## src/rtl/bram_frame_reader.sv

```systemverilog
// Regenerates a timed video stream from a downscaled frame buffer in block RAM.
// Pixels and lines are replicated SCALE times; syncs/vde are delayed to match BRAM read latency.
module bram_frame_reader #(
  parameter int   H_ACTIVE = 640,
  parameter int   H_FP     = 16,
  parameter int   H_SYNC   = 96,
  parameter int   H_BP     = 48,
  parameter int   V_ACTIVE = 480,
  parameter int   V_FP     = 10,
  parameter int   V_SYNC   = 2,
  parameter int   V_BP     = 33,
  parameter int   SCALE    = 2,
  parameter int   BRAM_LAT = 2,
  parameter logic SYNC_POL = 1'b0
) (
  input  logic        pclk,
  input  logic        rstb,
  input  logic        en,
  output logic [23:0] bramaddr24b,
  output logic        bram_en,
  input  logic [23:0] bram_dout,
  output logic [7:0]  rgb_r,
  output logic [7:0]  rgb_g,
  output logic [7:0]  rgb_b,
  output logic        vde,
  output logic        hsync,
  output logic        vsync,
  output logic        frame_start,
  output logic [1:0]  dbg_state
);

  localparam int H_TOTAL = H_ACTIVE + H_FP + H_SYNC + H_BP;
  localparam int V_TOTAL = V_ACTIVE + V_FP + V_SYNC + V_BP;
  localparam int SRC_W   = H_ACTIVE / SCALE;
  localparam int DLY     = BRAM_LAT + 1;
  localparam int HW      = $clog2(H_TOTAL);
  localparam int VW      = $clog2(V_TOTAL);

  localparam logic [HW-1:0] H_LAST     = HW'(H_TOTAL - 1);
  localparam logic [HW-1:0] H_ACT      = HW'(H_ACTIVE);
  localparam logic [HW-1:0] H_ACT_LAST = HW'(H_ACTIVE - 1);
  localparam logic [HW-1:0] HS_START   = HW'(H_ACTIVE + H_FP);
  localparam logic [HW-1:0] HS_END     = HW'(H_ACTIVE + H_FP + H_SYNC);
  localparam logic [VW-1:0] V_LAST     = VW'(V_TOTAL - 1);
  localparam logic [VW-1:0] V_ACT      = VW'(V_ACTIVE);
  localparam logic [VW-1:0] VS_START   = VW'(V_ACTIVE + V_FP);
  localparam logic [VW-1:0] VS_END     = VW'(V_ACTIVE + V_FP + V_SYNC);
  localparam logic [7:0]    REP_LAST   = 8'(SCALE - 1);
  localparam logic [23:0]   LINE_STEP  = 24'(SRC_W);

  typedef enum logic [1:0] {IDLE = 2'd0, RUN = 2'd1, DRAIN = 2'd2} state_t;

  state_t        state, state_next;
  logic [HW-1:0] h_cnt, src_col;
  logic [VW-1:0] v_cnt;
  logic [7:0]    hrep, vrep;
  logic [23:0]   line_base;
  logic          wrap, running, active, hs_raw, vs_raw, fs_raw;
  logic [DLY-1:0] vde_d, hs_d, vs_d, fs_d;

  // bram_en qualifies bramaddr24b; vde qualifies rgb. No backpressure exists on either side.
  assign wrap    = (h_cnt == H_LAST) && (v_cnt == V_LAST);
  assign running = (state != IDLE);
  assign active  = running && (h_cnt < H_ACT) && (v_cnt < V_ACT);
  assign hs_raw  = running && (h_cnt >= HS_START) && (h_cnt < HS_END);
  assign vs_raw  = running && (v_cnt >= VS_START) && (v_cnt < VS_END);
  assign fs_raw  = active && (h_cnt == '0) && (v_cnt == '0);
  assign dbg_state = state;

  always_comb begin
    state_next = state;
    case (state)
      IDLE:    if (en) state_next = RUN;
      RUN:     if (!en) state_next = wrap ? IDLE : DRAIN;
      DRAIN:   if (en) state_next = RUN;
               else if (wrap) state_next = IDLE;
      default: state_next = IDLE;
    endcase
  end

  always_ff @(posedge pclk or negedge rstb) begin
    if (!rstb) begin
      state       <= IDLE;
      h_cnt       <= '0;
      v_cnt       <= '0;
      src_col     <= '0;
      hrep        <= '0;
      vrep        <= '0;
      line_base   <= '0;
      bramaddr24b <= '0;
      bram_en     <= 1'b0;
    end else begin
      state   <= state_next;
      bram_en <= active;
      if (active) bramaddr24b <= line_base + 24'(src_col);
      if (!running || wrap) begin
        h_cnt     <= '0;
        v_cnt     <= '0;
        src_col   <= '0;
        hrep      <= '0;
        vrep      <= '0;
        line_base <= '0;
      end else begin
        if (h_cnt == H_LAST) begin
          h_cnt <= '0;
          v_cnt <= v_cnt + 1'b1;
        end else begin
          h_cnt <= h_cnt + 1'b1;
        end
        // Replication: column advances every SCALE pixels, base advances every SCALE lines.
        if (active) begin
          if (h_cnt == H_ACT_LAST) begin
            src_col <= '0;
            hrep    <= '0;
            if (vrep == REP_LAST) begin
              vrep      <= '0;
              line_base <= line_base + LINE_STEP;
            end else begin
              vrep <= vrep + 1'b1;
            end
          end else if (hrep == REP_LAST) begin
            hrep    <= '0;
            src_col <= src_col + 1'b1;
          end else begin
            hrep <= hrep + 1'b1;
          end
        end
      end
    end
  end

  // Delay line depth covers the address register plus BRAM latency; the output register adds the last stage.
  always_ff @(posedge pclk or negedge rstb) begin
    if (!rstb) begin
      vde_d       <= '0;
      hs_d        <= '0;
      vs_d        <= '0;
      fs_d        <= '0;
      vde         <= 1'b0;
      hsync       <= ~SYNC_POL;
      vsync       <= ~SYNC_POL;
      frame_start <= 1'b0;
      rgb_r       <= '0;
      rgb_g       <= '0;
      rgb_b       <= '0;
    end else begin
      vde_d       <= {vde_d[DLY-2:0], active};
      hs_d        <= {hs_d[DLY-2:0], hs_raw};
      vs_d        <= {vs_d[DLY-2:0], vs_raw};
      fs_d        <= {fs_d[DLY-2:0], fs_raw};
      vde         <= vde_d[DLY-1];
      hsync       <= hs_d[DLY-1] ? SYNC_POL : ~SYNC_POL;
      vsync       <= vs_d[DLY-1] ? SYNC_POL : ~SYNC_POL;
      frame_start <= fs_d[DLY-1];
      {rgb_r, rgb_g, rgb_b} <= vde_d[DLY-1] ? bram_dout : 24'd0;
    end
  end

endmodule

```

## config.mk

```make
export PLATFORM = sky130hd
export DESIGN_NAME = bram_frame_reader
export DESIGN_NICKNAME = d
export VERILOG_FILES = /design/src/rtl/bram_frame_reader.sv
export SDC_FILE = /design/constraint.sdc
export NUM_CORES = 1
export LEC_CHECK = 0
export BUFFER_PORTS_ARGS = -buffer_cell sky130_fd_sc_hd__buf_2
export CAP_MARGIN = 40
export CORE_MARGIN = 1
export CORE_UTILIZATION = 35
export CTS_CLUSTER_DIAMETER = 40
export DETAILED_ROUTE_END_ITERATION = 8
export PLACE_DENSITY = 0.58
export SLEW_MARGIN = 20
export SYNTH_ARGS = -nofsm -noshare
export SYNTH_HDL_FRONTEND = slang
export SYNTH_SLANG_ARGS = --single-unit
```

## constraint.sdc

```tcl
create_clock -name pclk -period 4 [get_ports pclk]
set_clock_uncertainty 0.05 [all_clocks]
set_input_delay 0.6 -clock pclk [delete_from_list [all_inputs] [get_ports pclk]]
set_output_delay 0.6 -clock pclk [all_outputs]
set_load 0.03 [all_outputs]
```

==> metrics.txt, run 1 <==
status finished, final reports clean; critical path peak fanout 21; TNS Setup 0 ns; setup violators final 0; Die Y approximately 140 um; ANT nets after route 0; slowest stage delay, CP 0.74 ns; commonest non-fill, non-tap cell in the layout dfrtp_1; clock sink count 130; Hold Violations, Final 0; Iter 0 DRT Violations roughly 380; Clock Tree Root clkbuf_16; final worst slack 0.954 ns; Slew HR 0.465; DR vias/cell 5.28; CTS tree yes; Clock transition at path regs around 0.060 ns; Setup crit start kind register; Num CTS Buffers 17; Yosys cell types 63; Die Span X 136 um; #FFs+latches synth 130; critical-path cell list inv_1 -> ha_1 -> or4b_4 -> nor4_1 -> o22a_1 -> nor2_1 -> a221o_1; asr flop ratio synth 1.00; maxcap violations 0; nets@finish 751; Core Util, Final 0.432; RSZ-0062 raised after global routing false; most frequent cells in the layout dfrtp_1 (128), buf_2 (81), nand2_1 (65); FILL cells 1,672; syn nets between 600 and 700; synthesized netlist cell count 626; H-tree depth 4; Finished Layout Cells approximately 950; initial antenna violation count 0; synthesized area per cell 9.99 um2; Max IR drop VDD 0.276 mV; final instance area 0.00750 mm2; Post-Place Cells between 900 and 1k; DP Area 0.00690 mm2; Clk Latency, worst-skew pair 0.43 ns; Worst Setup End Kind register; effective utilization at floorplan 0.360; Post-synth top flop dfrtp_1; min Tclk post-route roughly 3.0 ns; share of layout cells above drive strength 1 0.204; Slew @ Worst Pin between 0.8 and 0.9 ns; routability congestion estimate 0.834; Synth area leaders dfrtp_1 (51%), nand2_1 (3.9%), o21ai_0 (3.8%), ha_1 (3.0%), nor2_1 (2.8%); Cell Area, Synth between 0.006 and 0.007 mm2; register area share after synthesis 0.521; Die Area 0.0184 mm2; P_leak about 0.0034 uW; post-synth top area cell dfrtp_1; Post-route DRC 0; largest net degree at the start of global routing 86; Max Clock Freq 328 MHz; hpwl dp 10,100 um; P per Cell Area 466 mW/mm2; Core Region 0.0174 mm2; CP Data Required Time 4.26 ns; number of global-route vias before repair 4,790; FP Rows 48; CTS max path bufs 2; fin crit share 0.761; dpl ws 0.968 ns; Pins Over Slew Limit 0; Layout area overhead 19.9%; final wirelength between 10,000 and 15,000 um; wire per inst 15.4 um; Worst path slowest cell o22a_1; router iterations before antenna repair 5; Post-CTS Setup Bufs 0; antenna cells 0; input/output buffers about 80; FF-to-FF setup slack 0.95 ns; WP data arrival approximately 3.3 ns; # hold bufs at CTS 0; Yosys top cell area share 0.512; CP Class reg -> reg; global-route wire length before repair ~24,000 um; number of synthesized flops with an enable pin 0; total gr overflow 0; Synth warnings 0; IO Count 82; total track usage 0.167; min-delay worst type in -> async; via count around 5.0k; # resized after CTS 0
==> metal layers <==
metal  track usage  share of wire  vias to the layer above  wire [um]
met5             0              0                        -          0
met4        0.0824          0.023                        0        342
met3        0.0397          0.044                       34        639
met2         0.257           0.46                      132       6690
met1         0.220           0.47                     2421       6920
li1              -              -                     2410          -
==> area by class of cell <==
type                    count  area [um2]  share of cell area
repair buffers             93         508              0.0678
inverters                  19        71.3             0.00951
flip-flops and latches    130        3260               0.434
well taps                 225         282              0.0376
multi-input cells         448        2800               0.374
clock inverters            13         125              0.0167
clock buffers              19         453              0.0604
==> synthesized netlist by cell type (4+ instances only) <==
cell type / number
and4_1: 4
or3_1: 6
a21oi_1: 22
clkbuf_1: 20
a211oi_1: 6
a41oi_1: 5
nor2_1: 47
nand3_1: 25
and3_1: 12
dfrtp_1: 128
o21ai_0: 48
buf_2: 4
a21o_2: 4
a31oi_1: 23
ha_1: 15
and2_1: 27
nand4_1: 14
inv_1: 19
nor4_1: 8
nor3_1: 14
xnor2_1: 20
xor2_1: 15
nand2_1: 65
a22o_1: 6
nor4b_1: 4
a21o_1: 6
==> critical path, delay by kind of cell (launching register included) <==
family	cells	cell delay [ns]
simple gates	3	1.13
compound gates	2	1.10
flops	1	0.41
fa+ha+maj	1	0.14
buf+inv	1	0.10
==> where the power goes <==
part | switching (uW) | internal [uW] | leakage (uW)
logic | 328 | 165 | 0.00139
registers | 89.6 | 1410 | 0.00174
clock network | 602 | 894 | 0.000269
==> kinds of logic after synthesis <==
logic type	count (synthesis)	share of synthesized area
flip-flops	130	0.521
XOR/XNOR	35	0.0490
multiplexers	4	0.00660
adder cells (fa/ha/maj)	15	0.0300
other	1	0.000600
AND/OR/NAND/NOR	249	0.213
buffers and inverters	48	0.0314
AO/OA/AOI/OAI	144	0.149
==> sequential cells by signal, summed over array words and instances (netlist names), 8 cells and up <==
name and count:
rgb_g 8, v_cnt 10, vrep 8, rgb_b 8, h_cnt 10, src_col 10
hrep 8, rgb_r 8, bramaddr24b 24, line_base 18
==> final timing paths <==
kind / from / end / cells past startpoint
worst max-delay path: v_cnt[1] / src_col[5] / 7
worst min-delay path: rstb / rgb_r[6] / 1
worst max register to register: v_cnt[1] / src_col[5] / 7
worst min register to register: hs_d[2] / hsync / 1
max in group asynchronous: rstb / rgb_b[5] / 2
min in group pclk: en / dbg_state[1] / 2
==> per-stage QoR <==
stage / hold slack, ns / power [uW]
floorplan: 0.254 / 1840
global placement: 0.282 / 2000
detailed placement: 0.285 / 2020
CTS: 0.144 / 3530
global route: 0.167 / 3670
finish: 0.128 / 3490
No activity file was read; power rests on OpenSTA's default activity.
==> run 2, diff against run 1 <==
clock period = 3.1 ns   (was 4 ns; I/O delays follow)
==> metrics.txt, run 2 (synthesis results as in run 1) <==
status finished, final reports clean; CTS tree yes; input/output buffers 81 (unchanged); H-tree depth 4 (unchanged); commonest non-fill, non-tap cell in the layout dfrtp_1; Clock transition at path regs 0.06 ns (about the same); Hold Violations, Final 0 (unchanged); Worst Setup End Kind register; total track usage 0.167 (about the same); flip-flop count of the largest register after layout 24 (unchanged); TNS Setup 0 ns (unchanged); Layout area overhead 21.2%; via count 5,049 (+1.0%); Slew HR 0.518 (+0.0535); critical path peak fanout 7 (-67%); Die Span X 136 um (unchanged); Max Clock Freq 361 MHz (+10%); router iterations before antenna repair 5 (unchanged); DR vias/cell 5.30 (+0.40%); FP Rows 48 (unchanged); setup violators final 0 (unchanged); Core Region 0.0174 mm2 (unchanged); Iter 0 DRT Violations 384 (+0.26%); number of global-route vias before repair 4,988 (+4.1%); final wirelength 14,600 um (about the same); P_leak 0.00346 uW (+1.7%); RSZ-0062 raised after global routing false; min-delay worst type in -> reg; Post-CTS Setup Bufs 0 (unchanged); # resized after CTS 0 (unchanged); antenna cells 0 (unchanged); largest net degree at the start of global routing 58 (-33%); hpwl dp 10,400 um (+3.3%); Die Y 136 um (unchanged); Max IR drop VDD 0.356 mV (+29%); effective utilization at floorplan 0.360 (unchanged); wire per inst 15.3 um (-0.64%); Pins Over Slew Limit 0 (unchanged); fin crit share 0.893 (+0.131); CP Data Required Time 3.35 ns (-0.91 ns); initial antenna violation count 0 (unchanged); Die Area 0.0184 mm2 (unchanged); final worst slack 0.332 ns (-0.622 ns); Worst path slowest cell or4b_4; ANT nets after route 0 (unchanged); Clk Latency, worst-skew pair 0.42 ns (about the same); Num CTS Buffers 17 (unchanged); dpl ws 0.343 ns (-0.626 ns); total gr overflow 0 (unchanged); most frequent cells in the layout dfrtp_1 (128), buf_2 (80), nand2_1 (65); maxcap violations 0 (unchanged); FILL cells 1,664 (-0.48%); min Tclk post-route 2.77 ns (-0.278 ns); Clock Tree Root clkbuf_16; biggest regs bramaddr24b: 24 flops, line_base: 18 flops; share of layout cells above drive strength 1 0.209 (+0.00519); Slew @ Worst Pin 0.716 ns (-0.0869 ns); CP Class reg -> reg; Setup crit start kind register; slowest stage delay, CP 0.49 ns (-0.25 ns); Post-route DRC 0 (unchanged); clock sink count 130 (unchanged); routability congestion estimate 0.868 (+4.2%); IO Count 82 (unchanged); global-route wire length before repair 24,100 um (+1.1%); CTS max path bufs 2 (unchanged); nets@finish 757 (+0.80%); P per Cell Area 598 mW/mm2 (+28%); largest register by flop count bramaddr24b; critical-path cell list inv_1 -> ha_1 -> or4b_4 -> nor4_1 -> o22ai_1 -> buf_4 -> a21oi_1 -> mux2_2; WP data arrival 3.02 ns (-0.28 ns)
run 2: worst max-delay path: cells and delay by family, from the launching register on:
kind / cells / cell delay (ns)
buf+inv: 2 / 0.34
flops: 1 / 0.41
mux: 1 / 0.37
compound gates: 2 / 0.52
fa+ha+maj: 1 / 0.15
simple gates: 2 / 0.82
run 2: routing by layer:
metal  vias up  share of wire  global-route usage
met5         -              0                   0
met3        28          0.049              0.0370
li1       2425              -                   -
met4         0          0.018              0.0718
met2       159           0.50               0.284
met1      2437           0.44               0.202
run 2: stage by stage:
stage	std cells	hold WS (ns)	instance area (um2)	power, uW	util
after global routing	953	0.151	7580	4760	0.437
after floorplan	626	0.119	6250	2370	-
final	953	0.157	7580	4530	0.437
after global placement	917	0.282	6950	2590	0.400
after detailed placement	918	0.285	6960	2620	0.401
after CTS	950	0.0763	7540	4590	0.434
run 2: path summary, 6_finish.rpt:
check                                end  cells after the start      from  slack (ns)
min in group asynchronous       rgb_r[1]                      2      rstb        0.33
min reg2reg                      fs_d[2]                      0   fs_d[1]        0.29
min                         dbg_state[1]                      2        en        0.16
max in group asynchronous  line_base[16]                      4      rstb        1.86
max reg2reg                   src_col[0]                      8  v_cnt[1]        0.33
max                           src_col[0]                      8  v_cnt[1]        0.33
run 2: area by class of cell:
cell class	count	area (um2)	share of cell area
clock buffers	18	439	0.0579
multi-input cells	448	2800	0.370
clock inverters	14	140	0.0185
well taps	225	282	0.0371
repair buffers	99	591	0.0779
inverters	19	71.3	0.00941
flip-flops and latches	130	3260	0.429
run 2: power by group:
group	internal [uW]	switching (uW)
Combinational	223	421
Sequential	1820	116
Clock	1150	802
Total	3190	1340
run 2: repair_timing:
| action | in CTS | in global routing |
|---|---|---|
| setup endpoints to repair | 0 | 0 |
| endpoints found under the hold margin | 0 | 1 |
| hold buffers | 0 | 1 |
